## config.mk

```make
export PLATFORM = sky130hd
export DESIGN_NAME = fp_bin2bcd_seq
export DESIGN_NICKNAME = d
export VERILOG_FILES = /design/src/rtl/fp_bin2bcd_seq_pkg.sv /design/src/rtl/fp_bin2bcd_seq_bcd_inc13.sv /design/src/rtl/fp_bin2bcd_seq.sv
export SDC_FILE = /design/constraint.sdc
export NUM_CORES = 1
export LEC_CHECK = 0
export BUFFER_PORTS_ARGS = -buffer_cell sky130_fd_sc_hd__buf_2
export CAP_MARGIN = 40
export CORE_MARGIN = 1
export CORE_UTILIZATION = 50
export DETAILED_ROUTE_END_ITERATION = 16
export PLACE_DENSITY = 0.73
export SLEW_MARGIN = 10
export SYNTH_ARGS = -nofsm -noshare
export SYNTH_HDL_FRONTEND = slang
export SYNTH_SLANG_ARGS = --single-unit
```

## constraint.sdc

```tcl
create_clock -name clk -period 3.4 [get_ports clk]
set_input_delay 0 -clock clk [delete_from_list [all_inputs] [get_ports clk]]
set_output_delay 0 -clock clk [all_outputs]
set_load 0.1 [all_outputs]
```

## src/rtl/fp_bin2bcd_seq_pkg.sv

```systemverilog
// Shared constants, state encoding and the double-dabble adjust helper for the
// fixed-point binary to BCD converter.
package fp_bin2bcd_seq_pkg;

    localparam int unsigned INT_BITS  = 20;
    localparam int unsigned FRAC_BITS = 20;
    localparam int unsigned INT_DIG   = 6;
    localparam int unsigned FRAC_DIG  = 6;

    // Integer BCD carries one extra digit so 1048575 fits before saturation.
    localparam int unsigned IBCD_W = (INT_DIG + 1) * 4;
    localparam int unsigned FBCD_W = FRAC_DIG * 4;
    localparam int unsigned OUT_W  = (INT_DIG + FRAC_DIG) * 4;

    localparam logic [OUT_W-1:0] BCD_SAT   = 48'h999999_999999;
    localparam logic [4:0]       INT_LAST  = 5'(INT_BITS - 1);
    localparam logic [4:0]       FRAC_LAST = 5'(FRAC_DIG);

    typedef enum logic [2:0] {
        StIdle,
        StInt,
        StFrac,
        StRnd,
        StDone
    } state_e;

    function automatic logic [IBCD_W-1:0] add3_adj(input logic [IBCD_W-1:0] v);
        logic [IBCD_W-1:0] r;
        r = v;
        for (int i = 0; i < INT_DIG + 1; i++) begin
            if (r[4*i +: 4] >= 4'd5) r[4*i +: 4] = r[4*i +: 4] + 4'd3;
        end
        return r;
    endfunction

endpackage

```

## src/rtl/fp_bin2bcd_seq_bcd_inc13.sv

```systemverilog
// Combinational 13-digit BCD increment; each 9 wraps to 0 and carries onward.
module bcd_inc13 (
    input  logic [51:0] din,
    output logic [51:0] dout
);

    logic carry;

    always_comb begin
        dout  = din;
        carry = 1'b1;
        for (int i = 0; i < 13; i++) begin
            if (carry) begin
                if (din[4*i +: 4] == 4'd9) begin
                    dout[4*i +: 4] = 4'd0;
                end else begin
                    dout[4*i +: 4] = din[4*i +: 4] + 4'd1;
                    carry          = 1'b0;
                end
            end
        end
    end

endmodule

```

## src/rtl/fp_bin2bcd_seq.sv

```systemverilog
// Iterative Q20.20 unsigned binary to 12-digit packed BCD with half-up rounding
// on the 7th fraction digit and saturation above 999999.
module fp_bin2bcd_seq
    import fp_bin2bcd_seq_pkg::*;
(
    input  logic                         clk,
    input  logic                         rst_n,
    input  logic                         in_valid,
    output logic                         in_ready,
    input  logic [INT_BITS+FRAC_BITS-1:0] fp_bin,
    output logic                         out_valid,
    input  logic                         out_ready,
    output logic [OUT_W-1:0]             fp_bcd,
    output logic                         ovf
);

    state_e                state_q, state_d;
    logic [4:0]            cnt_q;
    logic [INT_BITS-1:0]   ireg_q;
    logic [FRAC_BITS-1:0]  freg_q;
    logic [IBCD_W-1:0]     ibcd_q;
    logic [FBCD_W-1:0]     fbcd_q;
    logic [3:0]            rnd_dig_q;
    logic [OUT_W-1:0]      fp_bcd_q;
    logic                  ovf_q;

    logic [IBCD_W+INT_BITS-1:0] int_shift;
    logic [FRAC_BITS+3:0]       prod;
    logic [IBCD_W+FBCD_W-1:0]   inc_sum;
    logic [IBCD_W+FBCD_W-1:0]   rounded;
    logic                       sat;

    assign int_shift = {add3_adj(ibcd_q), ireg_q} << 1;
    assign prod      = {4'd0, freg_q} * 24'd10;
    assign rounded   = (rnd_dig_q >= 4'd5) ? inc_sum : {ibcd_q, fbcd_q};
    assign sat       = (rounded[IBCD_W+FBCD_W-1 -: 4] != 4'd0);

    bcd_inc13 u_inc (
        .din  ({ibcd_q, fbcd_q}),
        .dout (inc_sum)
    );

    always_comb begin
        state_d = state_q;
        unique case (state_q)
            StIdle:  if (in_valid) state_d = StInt;
            StInt:   if (cnt_q == INT_LAST) state_d = StFrac;
            StFrac:  if (cnt_q == FRAC_LAST) state_d = StRnd;
            StRnd:   state_d = StDone;
            StDone:  if (out_ready) state_d = StIdle;
            default: state_d = StIdle;
        endcase
    end

    always_ff @(posedge clk or negedge rst_n) begin
        if (!rst_n) begin
            state_q   <= StIdle;
            cnt_q     <= '0;
            ireg_q    <= '0;
            freg_q    <= '0;
            ibcd_q    <= '0;
            fbcd_q    <= '0;
            rnd_dig_q <= '0;
            fp_bcd_q  <= '0;
            ovf_q     <= 1'b0;
        end else begin
            state_q <= state_d;
            case (state_q)
                StIdle: begin
                    if (in_valid) begin
                        ireg_q    <= fp_bin[INT_BITS+FRAC_BITS-1:FRAC_BITS];
                        freg_q    <= fp_bin[FRAC_BITS-1:0];
                        ibcd_q    <= '0;
                        fbcd_q    <= '0;
                        rnd_dig_q <= '0;
                        cnt_q     <= '0;
                    end
                end
                StInt: begin
                    ibcd_q <= int_shift[IBCD_W+INT_BITS-1:INT_BITS];
                    ireg_q <= int_shift[INT_BITS-1:0];
                    cnt_q  <= (cnt_q == INT_LAST) ? 5'd0 : cnt_q + 5'd1;
                end
                StFrac: begin
                    freg_q <= prod[FRAC_BITS-1:0];
                    // First six digits are exported; the seventh only steers rounding.
                    if (cnt_q < FRAC_LAST) fbcd_q <= {fbcd_q[FBCD_W-5:0], prod[FRAC_BITS+3:FRAC_BITS]};
                    else                   rnd_dig_q <= prod[FRAC_BITS+3:FRAC_BITS];
                    cnt_q <= (cnt_q == FRAC_LAST) ? 5'd0 : cnt_q + 5'd1;
                end
                StRnd: begin
                    fp_bcd_q <= sat ? BCD_SAT : rounded[OUT_W-1:0];
                    ovf_q    <= sat;
                end
                default: ;
            endcase
        end
    end

    assign in_ready  = (state_q == StIdle);
    assign out_valid = (state_q == StDone);
    assign fp_bcd    = fp_bcd_q;
    assign ovf       = ovf_q;

endmodule

```

After elaboration in Yosys (flattened, before gate mapping)
Index checks and enable logic that the tools add are counted.
{ "totals": {"reg_bits": 153, "latchBits": 0, "mem_bits_rw": 0, "mem_bits_ro": 0, "input_bits": 44, "out_inout_bits": 51, "word_cells": 154, "memories": 0} }
{ "op_classes": {"n_addsub": 21, "multipliers": 1, "div": 0, "magnitude_cmp": 9, "eq_ne": 25, "shifts": 0, "n_mux": 78, "bitwise_logic": 0, "reduce_logical": 11} }
{ "ops": {"columns": ["op", "count"], "rows": [
  ["$mux W4", 33],
  ["$pmux W20 S2", 2],
  ["$pmux W28 S2", 1],
  ["$add A4 B1 Y4 const B", 13],
  ["$eq A4 B4 Y1 const B", 13],
  ["$mux W52", 1],
  ["$mux W24", 2],
  ["$mux W48", 1],
  ["$pmux W24 S2", 1],
  ["$mux W20", 2],
  ["$ge A4 B3 Y1 const B", 8],
  ["$mux W28", 1],
  ["$add A4 B2 Y4 const B", 6],
  ["$mul A20 B3 Y23 const B", 1],
  ["$mux W1", 23],
  ["$mux W3", 5],
  ["$mux W5", 3],
  ["$pmux W3 S5", 1],
  ["$pmux W5 S3", 1],
  ["$ne A2 B2 Y1 const B", 5],
  ["$pmux W4 S2", 1],
  ["$eq A3 B2 Y1 const B", 2],
  ["$reduce_and A2 Y1", 3],
  ["$reduce_and A3 Y1", 2],
  ["other kinds (13)", 14]
]} }

Longest topological paths before layout
Gate-level depths: netlist of run 1.
{ "logic_depth": {"depth_word": 17, "ltp_mapped": 12} }

Modules after synthesis
Synthesis of run 1 repeated with hierarchy kept, for this count alone.
{ "hier_totals": {"cells_unflattened": 1101, "hier_area_um2": 9650.5} }
{ "modules_own_cells": {"columns": ["module", "n_inst", "cells_each", "area_each_um2"], "rows": [
  ["fp_bin2bcd_seq", 1, 903, 8236.6],
  ["bcd_inc13", 1, 198, 1413.9]
]} }

Worst setup path before layout of run 1
No wires, ideal clock.
{ "synth_timing": {"kind": "register -> register", "start": "register state_q[0]", "end": "register ibcd_q[11]", "setup_ps": 122, "arrival_ps": 3695, "setup_slack_ps": -416, "path_stages_with_launch": 7, "n_path_buf": 1, "path_cell_list": "dfrtp_1 -> clkbuf_1 -> nor3_1 -> nand2_1 -> nand2_1 -> o31ai_1 -> a32o_1"} }
{ "synth_via": {"elab_chain_len": 3} }
{ "synth_lines": {"columns": ["element", "line", "source"], "rows": [
  ["start: declaration", "fp_bin2bcd_seq.sv:17", "state_e state_q, state_d;"],
  ["start signal: assignment", "fp_bin2bcd_seq.sv:57", "state_q <= StIdle;"],
  ["start signal: assignment", "fp_bin2bcd_seq.sv:67", "state_q <= state_d;"],
  ["$logic_not A3 Y1 *", null, null],
  ["via in_ready", "fp_bin2bcd_seq.sv:9", "output logic in_ready,"],
  ["$ne A2 B2 Y1 (no source line) or $reduce_bool A2 Y1 (tied branches)", null, null],
  ["$reduce_and A2 Y1 (no source line)", null, null],
  ["end signal: assignment", "fp_bin2bcd_seq.sv:80", "ibcd_q <= int_shift[IBCD_W+INT_BITS-1:INT_BITS];"],
  ["end: declaration", "fp_bin2bcd_seq.sv:21", "logic [IBCD_W-1:0] ibcd_q;"]
]} }
Mark *: on every way through the listed nets, which the timed path passes. The rest lies on a longest branch.
A chain may end at the register's enable or synchronous reset.

Final worst setup path of run 1
{ "layout_timing": {"start": "register freg_q[1]", "end": "register rnd_dig_q[2]"} }
{ "layout_via": {"elab_chain_len": 3} }
{ "layout_lines": {"columns": ["element", "line", "source"], "rows": [
  ["start: declaration", "fp_bin2bcd_seq.sv:20", "logic [FRAC_BITS-1:0] freg_q;"],
  ["start signal: assignment", "fp_bin2bcd_seq.sv:72", "freg_q <= fp_bin[FRAC_BITS-1:0];"],
  ["start signal: assignment", "fp_bin2bcd_seq.sv:85", "freg_q <= prod[FRAC_BITS-1:0];"],
  ["$mul A20 B3 Y23", "fp_bin2bcd_seq.sv:34", "assign prod = {4'd0, freg_q} * 24'd10;"],
  ["$mux W4", "fp_bin2bcd_seq.sv:87", "if (cnt_q < FRAC_LAST) fbcd_q <= {fbcd_q[FBCD_W-5:0], prod[FRAC_BITS+3:FRAC_BITS]};"],
  ["$pmux W4 S2", "fp_bin2bcd_seq.sv:68", "case (state_q)"],
  ["end signal: assignment", "fp_bin2bcd_seq.sv:88", "else rnd_dig_q <= prod[FRAC_BITS+3:FRAC_BITS];"],
  ["end: declaration", "fp_bin2bcd_seq.sv:23", "logic [3:0] rnd_dig_q;"]
]} }
Every way passes these cells. The select of a mux whose other input is x is not followed.

==> reports/metrics.csv, run 1 <==
metric;value;unit
outcome;complete, no violations;
CTS max path bufs;2;
CP Capture Type;flop;
Max FO, Critical Path;3;
Mapped Nets;1160;
initial antenna violation count;0;
Final TNS setup;0;ns
fin worst setup slack;0.263;ns
Post-CTS Resized;0;
sequential cell area fraction in the yosys report;42.0;%
clk slew on worst S/H paths;0.06;ns
max incr delay on CP;0.44;ns
utilization after layout;60.7;%
routability cong.;0.838;
Startpoint Class;flop;
largest net degree at the start of global routing;75;
Worst R2R Setup Slack;0.26;ns
Synth Instances;1045;
Yosys reg bits;153;
reg2reg path depth;10;
routed vias/inst;5.74;
average wire per standard cell;15.6;µm
Die ar.;18800;µm²
Cell Area, Synth;9130;µm²
DP Wirelength;14.2;mm
worst path required time;3.73;ns
fmax;0.319;GHz
Inserted Diodes;0;
multi-input combinational cell area;4940;µm²
Worst Path Arrival;3.47;ns
synthesized area per cell;8.73;µm²
sequential cell area;3830;µm²
first drt pass iteration count;5;
first-pass GRT wire length;36.2;mm
headroom to the max-slew limit;52.6;%
dpl ws;0.321;ns
Hold-fix buffers, CTS;44;
Syn-to-layout area delta;19.2;%
Cell Rows;49;
routed wire length;21.7;mm
Post-synth ARST share;100;%
Initial Utilization;51.0;%
vias in the first global route;7555;
CP max stage cell;fa_1;
Die Height;137;µm
final period utilization;92.3;%
Slew @ Worst Pin;0.709;ns
Setup Buffers After CTS;0;
GRT overflow;0;
ys flop type;dfrtp_1;
num ports;95;
RR Endpoint;rnd_dig_q[2];
CORE AREA;17900;µm²
synth unique cells;60;
Port Buf Inserts;94;
min cycle time layout;3.14;ns
CTS root buf;clkbuf_16;
TritonCTS buffer count;17;
CTS sink cnt;153;
DR iter-0 viols;383;
Die Wd;137;µm
Final Hold Vio Count;0;
hold_ws;0.142;ns
Fillers;1580;
layout cells sized above 1;13.0;%
via count;8011;
Worst Hold Class;input port to flop;
kind of critical path;flop to flop;
worst-path cell chain;ha_1, ha_1, fa_1, a211oi_1, nor4_1, a211oi_1, o221ai_1, o31ai_1, xor2_1, o31ai_1;
WHS Endpoint;freg_q[7];
CTS tree;done;
hold path start;in_valid;
worst hold stages;5;
Post-layout nets;1268;
total track usage;24.4;%
max-cap violation count;0;
H-tree level count;4;
clk_skew;0.00897;ns
R2R Path Start;freg_q[1];
Routed Antenna Nets;0;
drt drc;0;
yosys warns;0;
worst skew pair latency;0.43;ns
Setup violations, final;0;
RSZ-0062 raised after global routing;no;
Max Slew Vio Count;0;
number of flops mapped to enable cells by yosys;0;
metal layers:
layer  up-vias  GRT usage (%)  wire [µm]
met4         0           8.12        280
met3        18           3.81        856
li1       3949              -          -
met1      3869           33.1      10100
met2       175           39.7      10500
met5         -              0          0
kinds of logic after synthesis:
kind of cell	Yosys count	synth area share, %
AO/OA/AOI/OAI	281	19.6
XOR/XNOR	25	2.40
adder cells (fa/ha/maj)	71	9.82
buffers and inverters	93	3.96
flip-flops	153	42.0
multiplexers	11	1.34
AND/OR/NAND/NOR	411	20.9
how the worst max path moves through the flow:
stage | start | end | slack (ns)
6_report | freg_q[1] | rnd_dig_q[2] | 0.26
5_1_grt | freg_q[1] | rnd_dig_q[2] | 0.04
4_1_cts | freg_q[1] | rnd_dig_q[2] | 0.30
3_5_place_dp | freg_q[1] | rnd_dig_q[2] | 0.32
3_3_place_gp | freg_q[1] | freg_q[18] | 0.39
2_1_floorplan | state_q[1] | state_q[2] | 0.20
metrics by stage:
step | instance area [µm²] | cells
2_1_floorplan | 9130 | 1045
3_3_place_gp | 9760 | 1317
3_5_place_dp | 9820 | 1319
4_1_cts | 10900 | 1395
5_1_grt | 10900 | 1395
6_report | 10900 | 1395
placed cells by master, fill, tap and decap left out, drive strengths merged, types with 36 or more instances in the layout:
| cell | n |
|---|---|
| nand2 | 162 |
| dfrtp | 153 |
| buf | 111 |
| nor2 | 93 |
| o21ai | 89 |
| ha | 70 |
| nand3 | 56 |
| a21oi | 48 |
| dlygate4sd3 | 44 |
| o31ai | 36 |
sequential cells by signal, summed over array words and instances (netlist names):
signal	flops
cnt_q	5
fbcd_q	24
fp_bcd	48
freg_q	20
ibcd_q	28
ireg_q	20
ovf	1
rnd_dig_q	4
state_q	3
cells in the mapped netlist (19+ instances only):
library cell,instances,area (µm²)
inv_1,27,101
o21ai_1,19,95.1
o21ai_0,70,350
clkbuf_1,56,210
nor2_1,93,349
a31oi_1,32,200
nand2_1,162,608
a21oi_1,48,240
nand3_1,55,275
dfrtp_1,153,3830
o31ai_1,36,270
ha_1,70,876
nor3_1,26,130
area by class of cell:
class / instances / area share (%)
Sequential cell: 153 / 35.2
Clock buffer: 22 / 4.36
Clock inverter: 10 / 1.30
Multi-Input combinational cell: 799 / 45.5
Tap cell: 229 / 2.63
Timing Repair Buffer: 155 / 10.1
Inverter: 27 / 0.932
critical path, delay by kind of cell (launching register included):
kind                       cells  cell delay (ns)
AOI/OAI and AO/OA              5             1.41
adders and majority gates      3             1.00
DFF                            1             0.41
and+or+nand+nor                1             0.09
xor gates and xnor gates       1             0.12
Power of run 1 is left out: the tool's default activity adds up to more than one toggle a clock period on the data nets, which glitch-free logic cannot reach.
==> run 2, diff against run 1 <==
==> constraint.sdc (replaced) <==
create_clock -name clk -period 3.4 [get_ports clk]
set_input_delay 0.17 -clock clk [delete_from_list [all_inputs] [get_ports clk]]
set_output_delay 0.17 -clock clk [all_outputs]
set_load 0.1 [all_outputs]
==> reports/metrics.csv, run 2 (synthesis gave the netlist of run 1 again) <==
metric;value;unit;change
outcome;complete, no violations;;
CTS tree;done;;
Initial Utilization;51.0;%;unchanged
initial antenna violation count;0;;unchanged
GRT overflow;0;;unchanged
layout cells sized above 1;13.3;%;+0.29 points
first drt pass iteration count;5;;unchanged
Die Wd;137;µm;unchanged
final period utilization;90.3;%;-2.0 points
Startpoint Class;flop;;
kind of critical path;flop to flop;;
CORE AREA;17900;µm²;unchanged
CP max stage cell;fa_1;;
Worst Hold Class;input port to flop;;
worst skew pair latency;0.43;ns;about the same
routed wire length;21.6;mm;-0.63%
Inserted Diodes;0;;unchanged
CTS sink cnt;153;;unchanged
Routed Antenna Nets;0;;unchanged
routability cong.;0.844;;+0.76%
Syn-to-layout area delta;17.7;%;
number of flip-flops under the largest register name;48;;unchanged
Final TNS setup;0;ns;unchanged
Final Hold Vio Count;0;;unchanged
clk_skew;0.00992;ns;+0.000950 ns
max-cap violation count;0;;unchanged
via count;7914;;-1.2%
Fillers;1575;;-0.32%
Die Height;137;µm;unchanged
Max FO, Critical Path;3;;unchanged
Max Slew Vio Count;0;;unchanged
CTS max path bufs;2;;unchanged
worst path required time;3.70;ns;-0.03 ns
most common cell after layout, fill and taps aside;nand2_1;;
TritonCTS buffer count;17;;unchanged
H-tree level count;4;;unchanged
Slew @ Worst Pin;0.842;ns;+0.133 ns
routed vias/inst;5.71;;-0.50%
commonest cells after routing, fill and taps aside;162 x nand2_1, 153 x dfrtp_1, 93 x buf_2;;
first-pass GRT wire length;35.9;mm;-0.72%
largest net degree at the start of global routing;91;;+21%
Setup violations, final;0;;unchanged
drt drc;0;;unchanged
Port Buf Inserts;94;;unchanged
fmax;0.326;GHz;+2.2%
max incr delay on CP;0.44;ns;about the same
RSZ-0062 raised after global routing;no;;
DP Wirelength;14.5;mm;+1.6%
Post-CTS Resized;0;;unchanged
DR iter-0 viols;447;;+17%
num ports;95;;unchanged
average wire per standard cell;15.6;µm;about the same
critical path's most frequent cell;ha_1;;
min cycle time layout;3.07;ns;-0.0687 ns
CP Capture Type;flop;;
CTS root buf;clkbuf_16;;
vias in the first global route;7400;;-2.1%
Cell Rows;49;;unchanged
worst-path cell chain;ha_1, ha_1, fa_1, a211oi_1, o21bai_1, nor3b_1, or3_1, a31oi_1, xor2_1, o21ai_0;;
total track usage;24.2;%;-0.27 points
Worst Path Arrival;3.37;ns;-0.10 ns
clk slew on worst S/H paths;0.06;ns;about the same
Die ar.;18800;µm²;unchanged
Post-layout nets;1258;;-0.79%
headroom to the max-slew limit;43.9;%;-8.8 points
==> run 2: cell type report <==
| class | count | area (µm²) | share of cell area, % |
|---|---|---|---|
| inverters | 27 | 101 | 0.944 |
| flip-flops and latches | 153 | 3830 | 35.7 |
| well taps | 229 | 287 | 2.67 |
| repair buffers | 145 | 965 | 8.98 |
| clock buffers | 18 | 439 | 4.09 |
| clock inverters | 14 | 173 | 1.61 |
| multi-input cells | 799 | 4940 | 46.0 |
==> run 2: layer usage <==
layer,track usage [%],vias to the layer above,share of wire (%),routed length [µm]
met3,3.85,32,3.7,800
met4,8.24,0,1.9,400
li1,-,3929,-,-
met5,0,-,0,0
met1,32.9,3779,48,10300
met2,39.0,174,47,10100
==> run 2: metrics by stage <==
step	area [µm²]	util (%)	cells	worst slack [ns]	hold slack, ns
2_1_floorplan	9130	-	1045	0.199	-0.126
3_3_place_gp	9760	54.5	1318	0.386	0.305
3_5_place_dp	9790	54.7	1319	0.349	0.306
4_1_cts	10700	60.0	1385	0.326	0.00160
5_1_grt	10700	60.0	1385	0.0425	0.0143
6_report	10700	60.0	1385	0.331	0.0114
==> run 2: worst max-delay path: cells and delay by family (launching register included) <==
kind,cells,cell delay (ns)
AOI/OAI and AO/OA,4,0.85
xor gates and xnor gates,1,0.15
adders and majority gates,3,0.98
DFF,1,0.40
and+or+nand+nor,2,0.56
==> run 2: final timing paths <==
kind | end | startpoint | slack (ns) | cells past startpoint
worst max register to register | freg_q[18] | freg_q[1] | 0.33 | 10
worst max-delay path | freg_q[18] | freg_q[1] | 0.33 | 10
max in group asynchronous | ireg_q[5] | rst_n | 2.11 | 3
worst min-delay path | freg_q[5] | fp_bin[5] | 0.01 | 3
min in group asynchronous | fp_bcd[40] | rst_n | 0.38 | 2
worst min register to register | fp_bcd[36] | fp_bcd[36] | 0.46 | 2
==> run 2: timing repair <==
action	CTS	global route
endpoints found under the hold margin	120	0
buffers inserted	0	0
hold buffers	34	0
endpoints found under the setup margin	0	0
Power of run 2 is left out for the same reason.
